==> src/rtl/ysyx_25020037_fetch_stage_pkg.sv <==
// Shared fetch-stage definitions: FSM state encoding and reset/NOP constants,
// imported by the fetch stage, the IDU and the core top level.
package ysyx_25020037_fetch_stage_pkg;

    typedef enum logic [1:0] {
        S_REQ  = 2'd0,
        S_WAIT = 2'd1,
        S_OUT  = 2'd2
    } fetch_state_e;

    localparam logic [31:0] FETCH_RESET_PC = 32'h8000_0000;
    localparam logic [31:0] FETCH_NOP_INST = 32'h0000_0013;  // addi x0,x0,0

    function automatic logic word_aligned(input logic [31:0] addr);
        return addr[1:0] == 2'b00;
    endfunction

endpackage

==> src/rtl/ysyx_25020037_fetch_stage.sv <==
// Multi-cycle instruction fetch: one outstanding word read at a time, result
// handed to the decoder on valid/ready, redirects discard in-flight fetches.
//
// state  | meaning
// S_REQ  | presenting pc to imem (or raising a misalignment fault)
// S_WAIT | request accepted, waiting for the read response
// S_OUT  | {inst, pc, fault} held for the decoder until out_ready
module ysyx_25020037_fetch_stage
    import ysyx_25020037_fetch_stage_pkg::*;
#(
    parameter logic [31:0] RESET_PC = FETCH_RESET_PC,
    parameter logic [31:0] NOP_INST = FETCH_NOP_INST
) (
    input  logic        clk,
    input  logic        rst,
    output logic        imem_req_valid,
    input  logic        imem_req_ready,
    output logic [31:0] imem_req_addr,
    input  logic        imem_resp_valid,
    input  logic [31:0] imem_resp_data,
    input  logic        imem_resp_err,
    output logic        out_valid,
    input  logic        out_ready,
    output logic [31:0] out_inst,
    output logic [31:0] out_pc,
    output logic        out_fault,
    input  logic        redirect_valid,
    input  logic [31:0] redirect_pc,
    output logic [31:0] fetch_count
);

    fetch_state_e state;
    logic [31:0]  pc;
    logic         drop;
    logic         req_fire;

    // Valids are gated by rst so nothing is offered to the bus or decoder in reset.
    assign imem_req_valid = rst && (state == S_REQ) && word_aligned(pc);
    assign out_valid      = rst && (state == S_OUT);
    assign imem_req_addr  = pc;
    assign req_fire       = imem_req_valid && imem_req_ready;

    always_ff @(posedge clk or negedge rst) begin
        if (!rst) begin
            state       <= S_REQ;
            pc          <= RESET_PC;
            drop        <= 1'b0;
            out_inst    <= NOP_INST;
            out_pc      <= RESET_PC;
            out_fault   <= 1'b0;
            fetch_count <= 32'd0;
        end else begin
            case (state)
                S_REQ: begin
                    if (redirect_valid) begin
                        pc <= redirect_pc;
                        if (req_fire) begin
                            drop  <= 1'b1;
                            state <= S_WAIT;
                        end
                    end else if (!word_aligned(pc)) begin
                        out_inst  <= NOP_INST;
                        out_pc    <= pc;
                        out_fault <= 1'b1;
                        state     <= S_OUT;
                    end else if (imem_req_ready) begin
                        state <= S_WAIT;
                    end
                end
                S_WAIT: begin
                    if (redirect_valid) begin
                        pc <= redirect_pc;
                        if (imem_resp_valid) begin
                            drop  <= 1'b0;
                            state <= S_REQ;
                        end else begin
                            drop <= 1'b1;
                        end
                    end else if (imem_resp_valid) begin
                        if (drop) begin
                            drop  <= 1'b0;
                            state <= S_REQ;
                        end else begin
                            out_inst  <= imem_resp_err ? NOP_INST : imem_resp_data;
                            out_fault <= imem_resp_err;
                            out_pc    <= pc;
                            state     <= S_OUT;
                        end
                    end
                end
                S_OUT: begin
                    if (out_ready) begin
                        fetch_count <= fetch_count + 32'd1;
                        pc          <= redirect_valid ? redirect_pc : pc + 32'd4;
                        state       <= S_REQ;
                    end else if (redirect_valid) begin
                        pc    <= redirect_pc;
                        state <= S_REQ;
                    end
                end
                default: state <= S_REQ;
            endcase
        end
    end

endmodule

==> config.mk <==
export PLATFORM = sky130hd
export DESIGN_NAME = ysyx_25020037_fetch_stage
export DESIGN_NICKNAME = d
export VERILOG_FILES = /design/src/rtl/ysyx_25020037_fetch_stage_pkg.sv /design/src/rtl/ysyx_25020037_fetch_stage.sv
export SDC_FILE = /design/constraint.sdc
export NUM_CORES = 1
export LEC_CHECK = 0
export BUFFER_PORTS_ARGS = -buffer_cell sky130_fd_sc_hd__buf_2
export CORE_UTILIZATION = 30
export CTS_CLUSTER_SIZE = 28
export DETAILED_ROUTE_END_ITERATION = 12
export SYNTH_ARGS = -nofsm -noshare
export SYNTH_HDL_FRONTEND = slang
export SYNTH_SLANG_ARGS = --single-unit
==> constraint.sdc <==
create_clock -name clk -period 1.85 [get_ports clk]
set_clock_uncertainty 0.2 [all_clocks]
set_input_delay 0.2775 -clock clk [delete_from_list [all_inputs] [get_ports clk]]
set_output_delay 0.2775 -clock clk [all_outputs]
set_load 0.02 [all_outputs]
==> qor.txt, run 1 <==
Worst-Margin Slew: 0.674 ns
Clk sinks: 132
F_max: 504 MHz
Dominant cell type by area after synthesis: dfrtp_1
Initial DRC count: 291
Synthesized instance count: 599
Longest Clk Path Bufs: 2
Hold WC Path Type: primary input to flip-flop
N_diodes: 0
Via count: 6,172
Drt wl/cell: 16.8 µm
Reg2Reg Depth: 5
Syn-to-layout area delta: 74.7%
Total chip power: 10,700 µW
Mapped Nets: 672
Worst-Skew Late Latency: 0.42 ns
RSZ-0062 raised after global routing: yes
Nets: 1,073
DRT Pass-1 Iters: 4
Yosys cell types: 53
Worst r2r dst: fetch_count[25]
Worst setup EP type: flip-flop
Port bufs: 201
Post-synth EDFFs: 0
Clock buffer count from CTS: 17
CP max FO: 5
Mapped Area: 6010 µm²
DP HPWL: 13,600 µm
Post-synth top area share: 52.9%
Period Utilization, post-route: 107%
Global-route wire length before repair: 30,900 µm
Core ar.: 19,500 µm²
Max VDD drop: 0.000754 V
Placed inst area: 8250 µm²
Ys async rst share: 100%
Req. time, crit path: 1.96 ns
Most frequent cell after synthesis: dfrtp_1
Power Dens Cells: 1020 nW/µm²
Commonest cells in the netlist: dfrtp_1 (127), nand2_1 (122), xnor2_1 (32)
Initial antenna violation count: 0
Final setup vio count: 18
Gr ovfl total: 0
H-tree depth: 4
Post-Layout Inst Area: 10,500 µm²
Worst Setup Start Kind: flip-flop
Failing checks: setup timing
Final WS setup: -0.135 ns
Worst relative slew slack: 55.1%
Flop-to-flop setup slack: -0.13 ns
Layout cell share with drive strength beyond 1: 49.1%
Largest cells by area after synthesis: dfrtp_1 (53%), nand2_1 (7.6%), xnor2_1 (4.7%)
Sequential fraction of the synthesis area: 55.1%
Worst Path Arrival: 2.09 ns
Num rows: 51
GRT Overall Usage: 19.7%
CTS tree: done
Fin. max-slew vios: 0
Status: finished, violations left
Total wire length: 21,500 µm
DRC Markers: 0
Max-cap viol count: 0
Leakage power: 0.00519 µW
Fin. Hold Viols: 0
CTS root buffer: clkbuf_16
Synth warn: 0
Die Footprint: 20,600 µm²
Ports: 202
Clk pin slew, worst setup/hold paths: 0.06 ns
Worst setup path endpoint: fetch_count[25]
#FFs+latches synth: 132
RePlAce Congestion: 0.827
Mean Syn Cell Area: 10.0 µm²
Largest net degree at the start of global routing: 79
Commonest register cell after synthesis: dfrtp_1
Starting density of the core: 30.8%
Fin crit period: 1.98 ns
Pre-CTS setup slack: -0.202 ns
WS Path Type: flip-flop to flip-flop
Vias in the first global route: 5,781
Worst r2r src: fetch_count[12]
Crit path from: fetch_count[12]
Antenna violation net count after detailed routing: 0
Vias per cell: 4.83
Die height: 143 µm
Die X: 143 µm
-- critical path, cell delays in order, from the launching register on --
cell and delay, ns:
dfrtp_2 0.35, and4_1 0.21, or4b_4 0.51, nor4_4 0.29
nand4_1 0.15, xnor2_1 0.16
-- cell usage in the layout (no fill, tap or decap), types with 12 or more instances in the layout --
| cell | n |
|---|---|
| xor2_1 | 14 |
| clkbuf_16 | 25 |
| nand4_1 | 22 |
| nor2_1 | 17 |
| o22ai_1 | 15 |
| xnor2_1 | 28 |
| buf_6 | 23 |
| dlygate4sd3_1 | 63 |
| nand2_2 | 12 |
| buf_4 | 113 |
| dfrtp_1 | 96 |
| a21oi_1 | 24 |
| a22o_1 | 29 |
| nand2_1 | 102 |
| dfrtp_2 | 31 |
| buf_2 | 197 |
| inv_1 | 14 |
| nand3_1 | 18 |
-- flip-flops by register name, summed over array words and instances (netlist names) --
name,flops
drop,1
imem_req_addr,32
fetch_count,32
state,2
out_inst,32
out_pc,32
out_fault,1
-- what timing repair did --
action                     in CTS  in global routing
pin swaps                      10                 90
hold endpoints to repair      190                  0
buffers inserted                6                 30
cloned                          0                 12
hold buffers                   63                  0
setup endpoints to repair      40                110
gates resized for setup        31                102
-- metrics by stage --
step | cells | TNS [ns] | util [%] | hold WS (ns)
6_report | 1278 | -1.46 | 53.7 | 0.0182
5_1_grt | 1278 | -4.29 | 53.7 | 0.0295
4_1_cts | 1237 | -1.75 | 49.4 | 0.00410
3_5_place_dp | 1136 | -1.90 | 42.3 | -0.122
3_3_place_gp | 1136 | -1.37 | 42.3 | -0.123
2_1_floorplan | 599 | -2.73 | - | -0.218
-- worst min path at each step --
| stage | startpoint | end | slack, ns | depth (start not counted) |
|---|---|---|---|---|
| final | redirect_pc[22] | imem_req_addr[22] | 0.02 | 4 |
| after global routing | redirect_valid | state[1] | 0.03 | 3 |
| after CTS | redirect_pc[22] | imem_req_addr[22] | 0.004 | 4 |
| after detailed placement | rst | out_pc[1] | -0.12 | 1 |
| after global placement | rst | out_pc[1] | -0.12 | 1 |
| after floorplan | rst | drop | -0.22 | 0 |
-- report_power, final --
part           internal [µW]  leakage [µW]  switching (µW)  total (µW)
sequential              3410       0.00165             353        3760
combinational           1560       0.00326            2010        3570
clock                   2020      0.000284            1330        3350
total                   6980       0.00519            3700       10700
-- layer usage --
layer  track usage, %  part of all wire (%)
met4             8.06                   2.1
met3             3.90                   4.0
met2             32.1                    49
met1             25.6                    45
met5                0                     0
-- cell type report --
class / instances / area (µm²)
multi-input cells: 422 / 3080
clock inverters: 12 / 131
clock buffers: 20 / 447
inverters: 14 / 52.6
flip-flops and latches: 132 / 3350
well taps: 265 / 332
repair buffers: 413 / 3100
fillers: 1780 / 9030
-- cell families after synthesis --
logic type	count (synthesis)	share of synthesized area (%)
multiplexers	3	0.521
adder cells (fa/ha/maj)	2	0.417
AO/OA/AOI/OAI	114	12.9
buffers and inverters	46	3.00
XOR/XNOR	46	6.71
AND/OR/NAND/NOR	256	21.4
flip-flops	132	55.1
Note: power is estimated with default switching activity, not from simulation.
==> inputs of run 2 (changes only) <==
--- a/config.mk
+++ b/config.mk
@@ -6,9 +6,10 @@
 export NUM_CORES = 1
 export LEC_CHECK = 0
 export BUFFER_PORTS_ARGS = -buffer_cell sky130_fd_sc_hd__buf_2
-export CORE_UTILIZATION = 30
+export CORE_UTILIZATION = 46
 export CTS_CLUSTER_SIZE = 28
 export DETAILED_ROUTE_END_ITERATION = 12
+export PLACE_DENSITY = 0.79
 export SYNTH_ARGS = -nofsm -noshare
 export SYNTH_HDL_FRONTEND = slang
 export SYNTH_SLANG_ARGS = --single-unit
==> run 2 against run 1 <==
Effect of this change: the flow finishes with violations (hold timing, setup timing); sequential power is 5% higher; die area shrank 34%; routed wire length rose by 37%; final area up 4.5%; non-clock buffer count increased by 14; setup slack worse by 0.15 ns; clock-buffer cell count decreased by 2; via count grew 22%; clock power grew 6%; sequential share of layout area shrank 1.4 points; maximum frequency fell by 6.9%; largest power group is now combinational logic.
==> qor.txt, run 2 (synthesized netlist as in run 1, its figures left out) <==
Worst r2r dst: imem_req_addr[16]
Die height: 116 µm
RePlAce Congestion: 0.902
Reg2Reg Depth: 8
H-tree depth: 4
Port bufs: 201
Status: finished, violations left
Longest Clk Path Bufs: 2
Worst Path Arrival: 2.22 ns
Clk sinks: 132
Hold depth: 3
Total chip power: 11,600 µW
Core ar.: 12,700 µm²
Setup tns final: -17.66 ns
Worst setup EP type: flip-flop
Die Footprint: 13,500 µm²
Worst-Skew Late Latency: 0.44 ns
Period Utilization, post-route: 115%
Post-layout util: 86.5%
Antenna violation net count after detailed routing: 0
Drt wl/cell: 24.5 µm
CTS root buffer: clkbuf_16
Max VDD drop: 0.000989 V
Flop-to-flop setup slack: -0.28 ns
Total wire length: 29,400 µm
Worst r2r src: state[1]
Max-cap viol count: 0
Vias in the first global route: 6,438
F_max: 469 MHz
Power Dens Cells: 1060 nW/µm²
Layout cell share with drive strength beyond 1: 55.6%
Starting density of the core: 47.4%
Worst relative slew slack: 57.2%
Failing checks: hold timing, setup timing
DRC Markers: 0
Hold WC Path Type: primary input to flip-flop
Most used cell, CP: buf_6
CP peak stage delay: 0.39 ns
Clock buffer count from CTS: 17
CP max FO: 9
Initial antenna violation count: 1
Most frequent cells in the layout: buf_2 (198), buf_4 (105), dfrtp_1 (97)
Worst Setup Start Kind: flip-flop
Via count: 7,524
Clk pin slew, worst setup/hold paths: 0.07 ns
DP HPWL: 13,400 µm
Global-route wire length before repair: 32,100 µm
Gr ovfl total: 0
Vias per cell: 6.26
Syn-to-layout area delta: 82.6%
Slowest-stage cell, CP: dfrtp_1
Worst-path cell chain: buf_6 > buf_12 > nand4bb_4 > nor3_4 > buf_6 > nand3_1 > a2bb2oi_1 > o21ai_1
Nets: 1,088
Die X: 116 µm
Leakage power: 0.00541 µW
Num rows: 41
Worst-Margin Slew: 0.642 ns
DRT Pass-1 Iters: 5
Final setup vio count: 116
GRT Overall Usage: 31.6%
Initial DRC count: 885
Hold WS: -0.0195 ns
Largest net degree at the start of global routing: 118
WS Path Type: flip-flop to flip-flop
Fin. max-slew vios: 0
Fin crit period: 2.13 ns
Worst setup path endpoint: imem_req_addr[16]
Final WS setup: -0.283 ns
Crit path from: state[1]
Req. time, crit path: 1.94 ns
Fin. Hold Viols: 1
Most common cell after layout, fill and taps aside: buf_2
CTS tree: done
Ports: 202
RSZ-0062 raised after global routing: yes
==> run 2: cell count changes in the layout (fill, tap and decap cells not counted), sizes merged, moves of 2 or more <==
cell / delta
clkinvlp: +3
buf: +9
clkbuf: +2
inv: +2
clkinv: -4
==> run 2: timing repair <==
item | CTS | global route
pin swaps | 11 | 133
gates cloned | 0 | 20
setup endpoints to repair | 72 | 233
endpoints found under the hold margin | 193 | 11
gates resized for setup | 22 | 216
hold buffers | 63 | 1
buffers inserted | 4 | 48
==> run 2: worst min path at each step <==
| stage | from | to | slack, ns |
|---|---|---|---|
| floorplan | rst | drop | -0.22 |
| finish | redirect_pc[17] | imem_req_addr[17] | -0.02 |
| CTS | redirect_pc[17] | imem_req_addr[17] | 0.0003 |
| global placement | rst | imem_req_addr[1] | -0.08 |
| detailed placement | rst | out_pc[19] | -0.08 |
| global route | redirect_pc[17] | imem_req_addr[17] | 0.01 |
==> run 2: per-layer routing <==
metal  vias up  track usage (%)  routed length (µm)
met2       726             52.3               13900
met4         0             17.5                2450
met1      3555             37.5                9790
met5         -                0                   0
met3       262             8.46                3270
li1       2981                -                   -
==> run 2: through the flow <==
stage	worst slack, ns	instances	instance area, µm²
floorplan	-0.241	599	6190
global placement	-0.199	1032	8030
detailed placement	-0.246	1032	8030
CTS	-0.235	1131	9410
global route	-0.342	1200	11000
finish	-0.283	1201	11000
==> run 2: area by class of cell <==
type                    instances  area [µm²]
well taps                     172         215
diodes                          1        2.50
multi-input cells             423        3360
clock inverters                14         178
flip-flops and latches        132        3350
inverters                      14        52.6
clock buffers                  18         429
fillers                       529        1710
repair buffers                427        3380
==> run 2: where the power goes <==
group          internal (µW)  switching (µW)  total, µW
clock                   2130            1410       3540
combinational           1760            2400       4160
sequential              3410             525       3930
total                   7300            4330      11600
==> run 2: worst max-delay path: cells and delay by family, from the launching register on <==
kind | cells | cell delay (ns)
buf+inv | 3 | 0.41
compound gates | 2 | 0.52
simple gates | 3 | 0.43
flops | 1 | 0.39
==> inputs of run 3 (changes only) <==
==> constraint.sdc (replaced) <==
create_clock -name clk -period 1.85 [get_ports clk]
set_clock_uncertainty 0.2 [all_clocks]
set_input_delay 0.37 -clock clk [delete_from_list [all_inputs] [get_ports clk]]
set_output_delay 0.37 -clock clk [all_outputs]
set_load 0.02 [all_outputs]
==> run 3 against run 2 <==
Effect of this change: maximum frequency up 2.2%; highest routed layer unchanged; largest power group unchanged; largest cell class is now flip-flops and latches; the flow finishes with violations (setup timing); hold slack better by 0.058 ns; combinational power down 6.7%.
==> qor.txt, run 3 (synthesized netlist as in run 1, its figures left out) <==
CP max FO: 4
Port bufs: 201
Worst relative slew slack: 64.0%
Ports: 202
Most common cell after layout, fill and taps aside: buf_2
Hold WC Path Type: primary input to flip-flop
Die X: 116 µm
Worst setup path endpoint: imem_req_addr[19]
Die Footprint: 13,500 µm²
Vias in the first global route: 6,524
Max VDD drop: 0.000819 V
Final setup vio count: 100
Nets: 1,039
Fillers: 648
GRT Overall Usage: 34.4%
CTS tree: done
Largest net degree at the start of global routing: 100
Worst-Margin Slew: 0.539 ns
Via count: 7,064
Worst r2r dst: imem_req_addr[19]
Reg2Reg Depth: 6
Worst-Skew Late Latency: 0.42 ns
Drt wl/cell: 23.0 µm
Core ar.: 12,700 µm²
Period Utilization, post-route: 113%
Clock buffer count from CTS: 17
Starting density of the core: 47.4%
Syn-to-layout area delta: 72.8%
Worst Setup Start Kind: flip-flop
Worst setup EP type: flip-flop
Leakage power: 0.00515 µW
RSZ-0062 raised after global routing: yes
Worst Hold Launch: redirect_pc[6]
Status: finished, violations left
Fin crit period: 2.09 ns
Power Dens Cells: 1110 nW/µm²
Placed insts: 1,035
Worst Path Arrival: 2.16 ns
Post-Layout Cell Count: 1,151
Register area: 3350 µm²
Max-cap viol count: 0
Clk sinks: 132
Crit path from: imem_req_addr[17]
N_diodes: 0
Fin. Hold Viols: 0
Most frequent cells in the layout: buf_2 (197), dfrtp_1 (96), buf_4 (93)
DRT Pass-1 Iters: 5
Gr ovfl total: 0
Clk pin slew, worst setup/hold paths: 0.06 ns
RePlAce Congestion: 0.871
Layout cell share with drive strength beyond 1: 53.7%
DP HPWL: 13,800 µm
Num rows: 41
CTS root buffer: clkbuf_16
Longest Clk Path Bufs: 2
Failing checks: setup timing
Vias per cell: 6.14
Worst r2r src: imem_req_addr[17]
Initial DRC count: 768
Footprint of the multi-input gates: 3170 µm²
Global-route wire length before repair: 34,300 µm
WS Path Type: flip-flop to flip-flop
Total chip power: 11,500 µW
Fin. max-slew vios: 0
H-tree depth: 4
DRC Markers: 0
Antenna violation net count after detailed routing: 0
F_max: 479 MHz
Final WS setup: -0.236 ns
Total wire length: 26,500 µm
Initial antenna violation count: 0
Flop-to-flop setup slack: -0.24 ns
Req. time, crit path: 1.92 ns
Die height: 116 µm
run 3: metal layers:
| metal | vias up | routed length (µm) | track usage (%) | part of all wire, % |
|---|---|---|---|---|
| met5 | - | 0 | 0 | 0 |
| met4 | 0 | 1920 | 19.8 | 7.2 |
| met3 | 191 | 2640 | 8.41 | 10 |
| met2 | 602 | 13000 | 59.2 | 49 |
| met1 | 3394 | 8940 | 39.0 | 34 |
| li1 | 2877 | - | - | - |
run 3: through the flow:
step	instance area (µm²)	worst slack, ns	TNS [ns]	utilization, %	hold WS (ns)
global placement	8070	-0.190	-1.95	63.7	-0.0344
finish	10400	-0.236	-13.54	81.9	0.0387
floorplan	6200	-0.241	-2.81	-	-0.126
global route	10400	-0.273	-19.31	81.9	0.0329
detailed placement	8070	-0.275	-5.07	63.7	-0.0341
CTS	9780	-0.168	-6.84	77.2	0.00177
run 3: worst min-delay path by stage:
stage | end | depth (start not counted) | slack (ns)
2_1_floorplan | drop | 0 | -0.13
4_1_cts | out_inst[18] | 2 | 0.002
5_1_grt | imem_req_addr[7] | 3 | 0.03
6_report | imem_req_addr[6] | 3 | 0.04
3_3_place_gp | drop | 1 | -0.03
3_5_place_dp | drop | 1 | -0.03
run 3: layout make-up:
| class | count | share of cell area (%) |
|---|---|---|
| clock buffer | 21 | 4.53 |
| clock inverter | 11 | 1.89 |
| inverter | 14 | 0.506 |
| multi-input combinational | 421 | 30.6 |
| sequential | 132 | 32.3 |
| tap | 172 | 2.07 |
| timing repair buffer | 380 | 28.1 |
run 3: worst max-delay path, stage by stage (launching register included):
cell and delay [ns]:
dfrtp_1 0.41, nand3_4 0.11, buf_4 0.17, nor3_2 0.31, a41o_1 0.23, a21oi_1 0.11, a311oi_1 0.40
run 3: where the power goes:
group	internal (µW)	leakage, µW	switching, µW	total (µW)
combinational	1600	0.00319	2270	3880
sequential	3410	0.00165	410	3820
clock	2510	0.000320	1310	3810
total	7520	0.00515	3990	11500
run 3: repair_timing:
action                     in CTS  in global routing
pin swaps                      55                 75
setup buffers                  21                 19
hold endpoints to repair      162                  0
setup endpoints to repair      75                114
resized for setup              88                113
hold buffers                   36                  0
cloned                          9                  4
